$ cat src/rtl/master_trigger_gen_pkg.sv
`default_nettype none
// master_trigger_gen_pkg: register structs, state encoding and default widths
// for the radar master trigger generator. Rev 1.0
package master_trigger_gen_pkg;

  localparam int PERIOD_WIDTH_DEFAULT = 32;
  localparam int LENGTH_WIDTH_DEFAULT = 16;
  localparam int BURST_WIDTH_DEFAULT  = 16;

  typedef enum logic [0:0] {
    IDLE = 1'b0,
    RUN  = 1'b1
  } trig_state_e;

  typedef struct packed {
    logic                            Enable;
    logic                            Start;
    logic [PERIOD_WIDTH_DEFAULT-1:0] Period;
    logic [LENGTH_WIDTH_DEFAULT-1:0] Length;
    logic [BURST_WIDTH_DEFAULT-1:0]  BurstCount;
  } MASTER_TRIGGER_WR_REGISTERS;

  typedef struct packed {
    logic                           Busy;
    logic [BURST_WIDTH_DEFAULT-1:0] PulseIndex;
  } MASTER_TRIGGER_RD_REGISTERS;

endpackage
`default_nettype wire

$ cat src/rtl/master_trigger_gen_if.sv
`default_nettype none
// master_trigger_gen_if: control inputs and trigger outputs of the master
// trigger generator. Rev 1.0
interface master_trigger_gen_if
  import master_trigger_gen_pkg::*;
#(
  parameter int PERIOD_WIDTH = PERIOD_WIDTH_DEFAULT,
  parameter int LENGTH_WIDTH = LENGTH_WIDTH_DEFAULT,
  parameter int BURST_WIDTH  = BURST_WIDTH_DEFAULT
);
  logic                    ipEnable;
  logic                    ipStart;
  logic [PERIOD_WIDTH-1:0] ipPeriod;
  logic [LENGTH_WIDTH-1:0] ipLength;
  logic [BURST_WIDTH-1:0]  ipBurstCount;
  logic                    opTrigger;
  logic                    opBusy;
  logic [BURST_WIDTH-1:0]  opPulseIndex;
  logic                    opFrameDone;

  modport master (
    output ipEnable, ipStart, ipPeriod, ipLength, ipBurstCount,
    input  opTrigger, opBusy, opPulseIndex, opFrameDone
  );

  modport slave (
    input  ipEnable, ipStart, ipPeriod, ipLength, ipBurstCount,
    output opTrigger, opBusy, opPulseIndex, opFrameDone
  );
endinterface
`default_nettype wire

$ cat src/rtl/master_trigger_gen.sv
`default_nettype none
// master_trigger_gen: PRI timer producing a periodic master trigger with
// programmable period, pulse width and burst length. Rev 1.0
module master_trigger_gen
  import master_trigger_gen_pkg::*;
#(
  parameter int PERIOD_WIDTH = PERIOD_WIDTH_DEFAULT,
  parameter int LENGTH_WIDTH = LENGTH_WIDTH_DEFAULT,
  parameter int BURST_WIDTH  = BURST_WIDTH_DEFAULT
) (
  input  wire logic          ipClk,
  input  wire logic          ipReset,
  master_trigger_gen_if.slave bus
);

  MASTER_TRIGGER_WR_REGISTERS wr_regs;
  MASTER_TRIGGER_RD_REGISTERS rd_regs;

  assign wr_regs.Enable     = bus.ipEnable;
  assign wr_regs.Start      = bus.ipStart;
  assign wr_regs.Period     = bus.ipPeriod;
  assign wr_regs.Length     = bus.ipLength;
  assign wr_regs.BurstCount = bus.ipBurstCount;

  trig_state_e             state_q;
  logic [PERIOD_WIDTH-1:0] pcnt_q;
  logic [PERIOD_WIDTH-1:0] plast_q;
  logic [PERIOD_WIDTH-1:0] len_q;
  logic [BURST_WIDTH-1:0]  burst_q;
  logic [BURST_WIDTH-1:0]  idx_q;
  logic                    trig_q;
  logic                    busy_q;
  logic                    done_q;

  logic [PERIOD_WIDTH-1:0] pcnt_d;
  logic [PERIOD_WIDTH-1:0] period_eff_d;
  logic [PERIOD_WIDTH-1:0] length_ext_d;
  logic [PERIOD_WIDTH-1:0] length_eff_d;
  logic                    last_period_d;

  assign pcnt_d        = pcnt_q + PERIOD_WIDTH'(1);
  assign last_period_d = (burst_q != '0) && (idx_q == burst_q - BURST_WIDTH'(1));

  // Width is clamped below the period so at least one low cycle separates triggers.
  always_comb begin
    period_eff_d = (wr_regs.Period < PERIOD_WIDTH'(2)) ? PERIOD_WIDTH'(2) : wr_regs.Period;
    length_ext_d = PERIOD_WIDTH'(wr_regs.Length);
    length_eff_d = length_ext_d;
    if (length_ext_d == '0) begin
      length_eff_d = PERIOD_WIDTH'(1);
    end else if (length_ext_d >= period_eff_d) begin
      length_eff_d = period_eff_d - PERIOD_WIDTH'(1);
    end
  end

  always_ff @(posedge ipClk) begin
    if (ipReset) begin
      state_q <= IDLE;
      pcnt_q  <= '0;
      plast_q <= '0;
      len_q   <= '0;
      burst_q <= '0;
      idx_q   <= '0;
      trig_q  <= 1'b0;
      busy_q  <= 1'b0;
      done_q  <= 1'b0;
    end else begin
      case (state_q)
        IDLE: begin
          trig_q <= 1'b0;
          busy_q <= 1'b0;
          done_q <= 1'b0;
          if (wr_regs.Start && wr_regs.Enable) begin
            state_q <= RUN;
            pcnt_q  <= '0;
            idx_q   <= '0;
            plast_q <= period_eff_d - PERIOD_WIDTH'(1);
            len_q   <= length_eff_d;
            burst_q <= wr_regs.BurstCount;
            trig_q  <= 1'b1;
            busy_q  <= 1'b1;
          end
        end
        RUN: begin
          done_q <= 1'b0;
          if (!wr_regs.Enable) begin
            state_q <= IDLE;
            trig_q  <= 1'b0;
            busy_q  <= 1'b0;
          end else if (pcnt_q == plast_q) begin
            if (last_period_d) begin
              state_q <= IDLE;
              trig_q  <= 1'b0;
              busy_q  <= 1'b0;
            end else begin
              pcnt_q <= '0;
              idx_q  <= idx_q + BURST_WIDTH'(1);
              trig_q <= 1'b1;
            end
          end else begin
            pcnt_q <= pcnt_d;
            trig_q <= (pcnt_d < len_q);
            // Strobe is raised one cycle early so it coincides with the final busy cycle.
            done_q <= (pcnt_d == plast_q) && last_period_d;
          end
        end
        default: state_q <= IDLE;
      endcase
    end
  end

  assign rd_regs.Busy       = busy_q;
  assign rd_regs.PulseIndex = idx_q;

  assign bus.opTrigger    = trig_q;
  assign bus.opBusy       = rd_regs.Busy;
  assign bus.opPulseIndex = rd_regs.PulseIndex;
  assign bus.opFrameDone  = done_q;

endmodule
`default_nettype wire
$ cat src/flat_wrapper.sv
// flat-port wrapper written by rule: the top's interface ports become plain ports
module master_trigger_gen_flat import master_trigger_gen_pkg::*;
#(
  parameter int PERIOD_WIDTH = PERIOD_WIDTH_DEFAULT,
  parameter int LENGTH_WIDTH = LENGTH_WIDTH_DEFAULT,
  parameter int BURST_WIDTH  = BURST_WIDTH_DEFAULT
)
  (ipClk, ipReset, bus_ipEnable, bus_ipStart, bus_ipPeriod, bus_ipLength, bus_ipBurstCount, bus_opTrigger, bus_opBusy, bus_opPulseIndex, bus_opFrameDone);
  master_trigger_gen_if #(.PERIOD_WIDTH(PERIOD_WIDTH), .LENGTH_WIDTH(LENGTH_WIDTH), .BURST_WIDTH(BURST_WIDTH)) bus_i ();
  input  wire logic ipClk;
  input  wire logic ipReset;
  input wire logic [$bits(bus_i.ipEnable)-1:0] bus_ipEnable;
  input wire logic [$bits(bus_i.ipStart)-1:0] bus_ipStart;
  input wire logic [$bits(bus_i.ipPeriod)-1:0] bus_ipPeriod;
  input wire logic [$bits(bus_i.ipLength)-1:0] bus_ipLength;
  input wire logic [$bits(bus_i.ipBurstCount)-1:0] bus_ipBurstCount;
  output wire logic [$bits(bus_i.opTrigger)-1:0] bus_opTrigger;
  output wire logic [$bits(bus_i.opBusy)-1:0] bus_opBusy;
  output wire logic [$bits(bus_i.opPulseIndex)-1:0] bus_opPulseIndex;
  output wire logic [$bits(bus_i.opFrameDone)-1:0] bus_opFrameDone;
  assign bus_i.ipEnable = bus_ipEnable;
  assign bus_i.ipStart = bus_ipStart;
  assign bus_i.ipPeriod = bus_ipPeriod;
  assign bus_i.ipLength = bus_ipLength;
  assign bus_i.ipBurstCount = bus_ipBurstCount;
  assign bus_opTrigger = bus_i.opTrigger;
  assign bus_opBusy = bus_i.opBusy;
  assign bus_opPulseIndex = bus_i.opPulseIndex;
  assign bus_opFrameDone = bus_i.opFrameDone;
  master_trigger_gen #(.PERIOD_WIDTH(PERIOD_WIDTH), .LENGTH_WIDTH(LENGTH_WIDTH), .BURST_WIDTH(BURST_WIDTH)) u_core (.ipClk(ipClk), .ipReset(ipReset), .bus(bus_i));
endmodule
$ cat config.mk
export PLATFORM = sky130hd
export DESIGN_NAME = master_trigger_gen_flat
export DESIGN_NICKNAME = d
export VERILOG_FILES = /design/src/rtl/master_trigger_gen_pkg.sv /design/src/rtl/master_trigger_gen_if.sv /design/src/rtl/master_trigger_gen.sv /design/src/flat_wrapper.sv
export SDC_FILE = /design/constraint.sdc
export NUM_CORES = 1
export LEC_CHECK = 0
export BUFFER_PORTS_ARGS = -buffer_cell sky130_fd_sc_hd__buf_2
export CAP_MARGIN = 20
export CORE_ASPECT_RATIO = 1.2
export CORE_UTILIZATION = 60
export DETAILED_ROUTE_END_ITERATION = 6
export GPL_ROUTABILITY_DRIVEN = 0
export GPL_TIMING_DRIVEN = 0
export PLACE_DENSITY = 0.81
export SLEW_MARGIN = 20
export SYNTH_ARGS = -nofsm -noshare
export SYNTH_HDL_FRONTEND = slang
export SYNTH_SLANG_ARGS = --single-unit
$ cat constraint.sdc
create_clock -name ipClk -period 6.2 [get_ports ipClk]
set_clock_uncertainty 0.1 [all_clocks]
set_input_delay 1.55 -clock ipClk [delete_from_list [all_inputs] [get_ports ipClk]]
set_output_delay 1.55 -clock ipClk [all_outputs]
set_load 0.01 [all_outputs]
==> impl_metrics.csv <==
group,metric,value,unit
status,status,"finished clean",
worst_setup_path,rrSetupSlack,1.94,ns
place,hpwl,20600,µm
yosys,syn-num-nets,1262,
yosys,synthSimpleGateAreaFrac,23.9,%
clocking,cts_setup_buffers,0,
worst_setup_path,end_kind,"flop",
cells_and_area,drive_gt1_share,12.8,%
clocking,h-tree-depth,4,
yosys,synth_top_flop_cell,"dfxtp_1",
global_route,grt_pass1_vias,8357,
worst_setup_path,crit_type,"in2reg",
clocking,cts.repair.resized,0,
cells_and_area,layout-area-overhead-vs-synth,14.8,%
worst_setup_path,crit_path_max_fanout,10,
clocking,insertion_delay,0.43,ns
clocking,clockRootBuffer,"clkbuf_16",
detailed_routing,wl_per_cell,18.7,µm
die,rows,49,
detailed_routing,wl,27400,µm
clocking,cts_inserted_buffers,17,
clocking,clock-sinks,132,
sta,period_share,93.6,%
yosys,synthDistinctLibCells,77,
detailed_routing,via_per_inst,6.29,
yosys,synth_area_per_cell,8.00,µm²
sta,grt_setup_unrepaired,"no",
worst_hold_path,hold_path_end,"u_core.len_q[25]",
clocking,cts.reportedPaths.clkPinSlew,0.06,ns
sta,hold_viol,0,
die,pin_count,87,
worst_setup_path,r2r-start,"u_core.pcnt_q[0]",
place,detailedPlace.worstSlack,-0.286,ns
detailed_routing,drtPass1Iterations,6,
worst_hold_path,hold_start,"u_core.len_q[25]",
yosys,synthesis.area,0.00914,mm²
yosys,synthAdderAreaFrac,6.98,%
detailed_routing,drcViolationCount,0,
yosys,synth_compound_gate_area_share,20.5,%
sta,setup_viol,0,
cells_and_area,ff_latch_area,0.00264,mm²
place,io_buffer_count,86,
sta,worst_slack,0.397,ns
die,die_w,115,µm
yosys,yosys.area.top_type_share,28.9,%
yosys,synth_edf_count,0,
detailed_routing,vias,9219,
power,vdd_ir_drop_max,0.209,mV
sta,finalMaxSlewViolations,0,
die,core,0.0150,mm²
yosys,ys_seq_elements,132,
sta,slew_headroom,30.2,%
clocking,cts_hold_buf,0,
cells_and_area,antennaDiodeCount,0,
worst_hold_path,hold_class,"reg2reg",
detailed_routing,ant_nets,0,
clocking,cts_tree,"built",
worst_setup_path,worst_ep_arrival_time,6.00,ns
global_route,grtUsageTotal,35.8,%
die,start_util,61.1,%
sta,tightest_slew,1.04,ns
die,die_area,0.0157,mm²
yosys,synth-xor-area-share,13.3,%
worst_setup_path,reg2reg_to,"u_core.bus.opTrigger",
yosys,async_flop_share,0,%
global_route,grt-ovfl-total,0,
die,fp.dieH,137,µm
cells_and_area,multiInputGateArea,0.00594,mm²
global_route,antenna_found_initial,0,
yosys,syn_inst,1143,
clocking,cts_buffer_depth,2,
yosys,synth.area.mux_share,0.219,%
yosys,ys_seq_area_share,28.9,%
global_route,grt_max_degree,17,
yosys,yosysTopAreaCell,"dfxtp_1",
worst_hold_path,hold_depth,2,
worst_setup_path,start_kind,"primary input",
global_route,grt_pass1_wl,43000,µm
sta,fin_crit,5.80,ns
power,p_leak,0.00428,µW
cells_and_area,fillers,1267,
worst_setup_path,reg2reg_depth,13,
cells_and_area,finalNetCount,1367,
yosys,synthTopCellsByArea,"dfxtp_1 29%, xnor2_1 8.7%, ha_1 7.0%",
job,cap_violations,0,
yosys,synth_top_family_by_area,"simple AND/OR/NAND/NOR gates",
yosys,yosys_warnings,0,
power,power_density,224,mW/mm²
worst_setup_path,cp.required,6.39,ns
sta,fmaxAchievable,0.172,GHz
detailed_routing,drt_iter0_markers,800,
cells_and_area,postLayoutCoreUtil,70.2,%
==> worst max-delay path: stages <==
cell and delay, ns:
buf_2 0.11, or4_1 0.56, nor4_1 0.42, nand3_1 0.47, nor3_2 0.48, nor2b_1 0.15
ha_1 0.29, nand2b_1 0.09, a21o_1 0.10, a21o_1 0.10, a21oi_1 0.07, o211a_1 0.24
o31a_1 0.40, nor2_2 0.38, clkbuf_2 0.39, o221ai_1 0.18
==> layout by cell type (no fill, tap or decap), types with 23 or more instances in the layout <==
master      n
a21oi_1    66
xor2_1     45
a211oi_1   34
ha_1       51
nand3_1    31
nor2_1     87
nand2_1   113
nand4_1    26
nor4_1     23
o21ai_0    35
buf_2     101
nor3_1     27
dfxtp_1   132
inv_1      76
clkbuf_1   49
xnor2_1    90
==> worst max-delay path by stage <==
| stage | from | end | slack (ns) | cells past startpoint |
|---|---|---|---|---|
| after CTS | bus_ipPeriod[17] | u_core.len_q[6] | 0.12 | 16 |
| after global routing | bus_ipPeriod[27] | u_core.len_q[12] | 0.15 | 16 |
| after global placement | bus_ipPeriod[27] | u_core.len_q[4] | -0.25 | 16 |
| after detailed placement | bus_ipPeriod[17] | u_core.len_q[6] | -0.29 | 16 |
| final | bus_ipPeriod[27] | u_core.len_q[6] | 0.40 | 16 |
| after floorplan | bus_ipPeriod[27] | u_core.len_q[10] | 1.02 | 15 |
==> Yosys cell counts (5+ instances only) <==
cell type / n
o32ai_1: 12
a211oi_1: 34
o31ai_1: 5
nand4_1: 26
and2_1: 13
and3_1: 16
inv_1: 76
dfxtp_1: 132
xor2_1: 45
a311oi_1: 16
buf_2: 15
a31oi_1: 10
nand3_1: 31
o21ai_0: 35
nor4_1: 23
o211ai_1: 7
or4_1: 18
nor2_1: 88
nor3_1: 27
ha_1: 51
o221ai_1: 8
and4_1: 10
a211o_1: 5
a32o_1: 9
a21o_1: 21
clkbuf_1: 49
xnor2_1: 91
nand2_1: 113
a21oi_1: 66
or3_1: 6
nand2b_1: 5
==> layer usage <==
metal | part of all wire (%) | vias up | global-route usage [%] | routed length (µm)
li1 | - | 4354 | - | -
met1 | 39 | 4289 | 40.6 | 10700
met2 | 48 | 461 | 61.6 | 13000
met3 | 7.7 | 115 | 7.48 | 2110
met4 | 5.8 | 0 | 21.9 | 1590
met5 | 0 | - | 0 | 0
==> state kept, by name, indices dropped and copies added (netlist names) <==
| signal | cells |
|---|---|
| u_core.bus.opFrameDone | 1 |
| u_core.burst_q | 16 |
| u_core.plast_q | 32 |
| u_core.bus.opBusy | 1 |
| u_core.bus.opPulseIndex | 16 |
| u_core.bus.opTrigger | 1 |
| u_core.state_q | 1 |
| u_core.pcnt_q | 32 |
| u_core.len_q | 32 |
==> cells by family (layout without fill, tap and decap cells) <==
family | after synthesis | after routing
compound gates | 264 | 264
xor+xnor | 137 | 137
fa+ha+maj | 51 | 51
buf+inv | 145 | 263
flops | 132 | 132
mux | 2 | 2
simple gates | 412 | 412
==> final cells by class <==
type | instances | area share [%]
Buffer | 69 | 2.76
Clock buffer | 20 | 4.35
Clock inverter | 12 | 1.93
Inverter | 76 | 2.72
Multi-Input combinational cell | 866 | 56.5
Sequential cell | 132 | 25.2
Tap cell | 204 | 2.43
Timing Repair Buffer | 86 | 4.10
==> stage by stage <==
step           instance area, µm²  power [µW]  TNS, ns  hold WS [ns]  std cells
6_report                    10500        2350        0         0.342       1465
5_1_grt                     10500        2420        0         0.377       1465
4_1_cts                     10500        2340        0         0.347       1465
3_5_place_dp                 9830        1230    -2.54         0.338       1433
3_3_place_gp                 9830        1220    -2.15         0.330       1433
2_1_floorplan                9140        1120        0         0.322       1143
==> power breakdown <==
part	internal, µW	switching, µW
Sequential	874	27.6
Combinational	120	197
Clock	735	398
(Power assumes the default switching activity.)
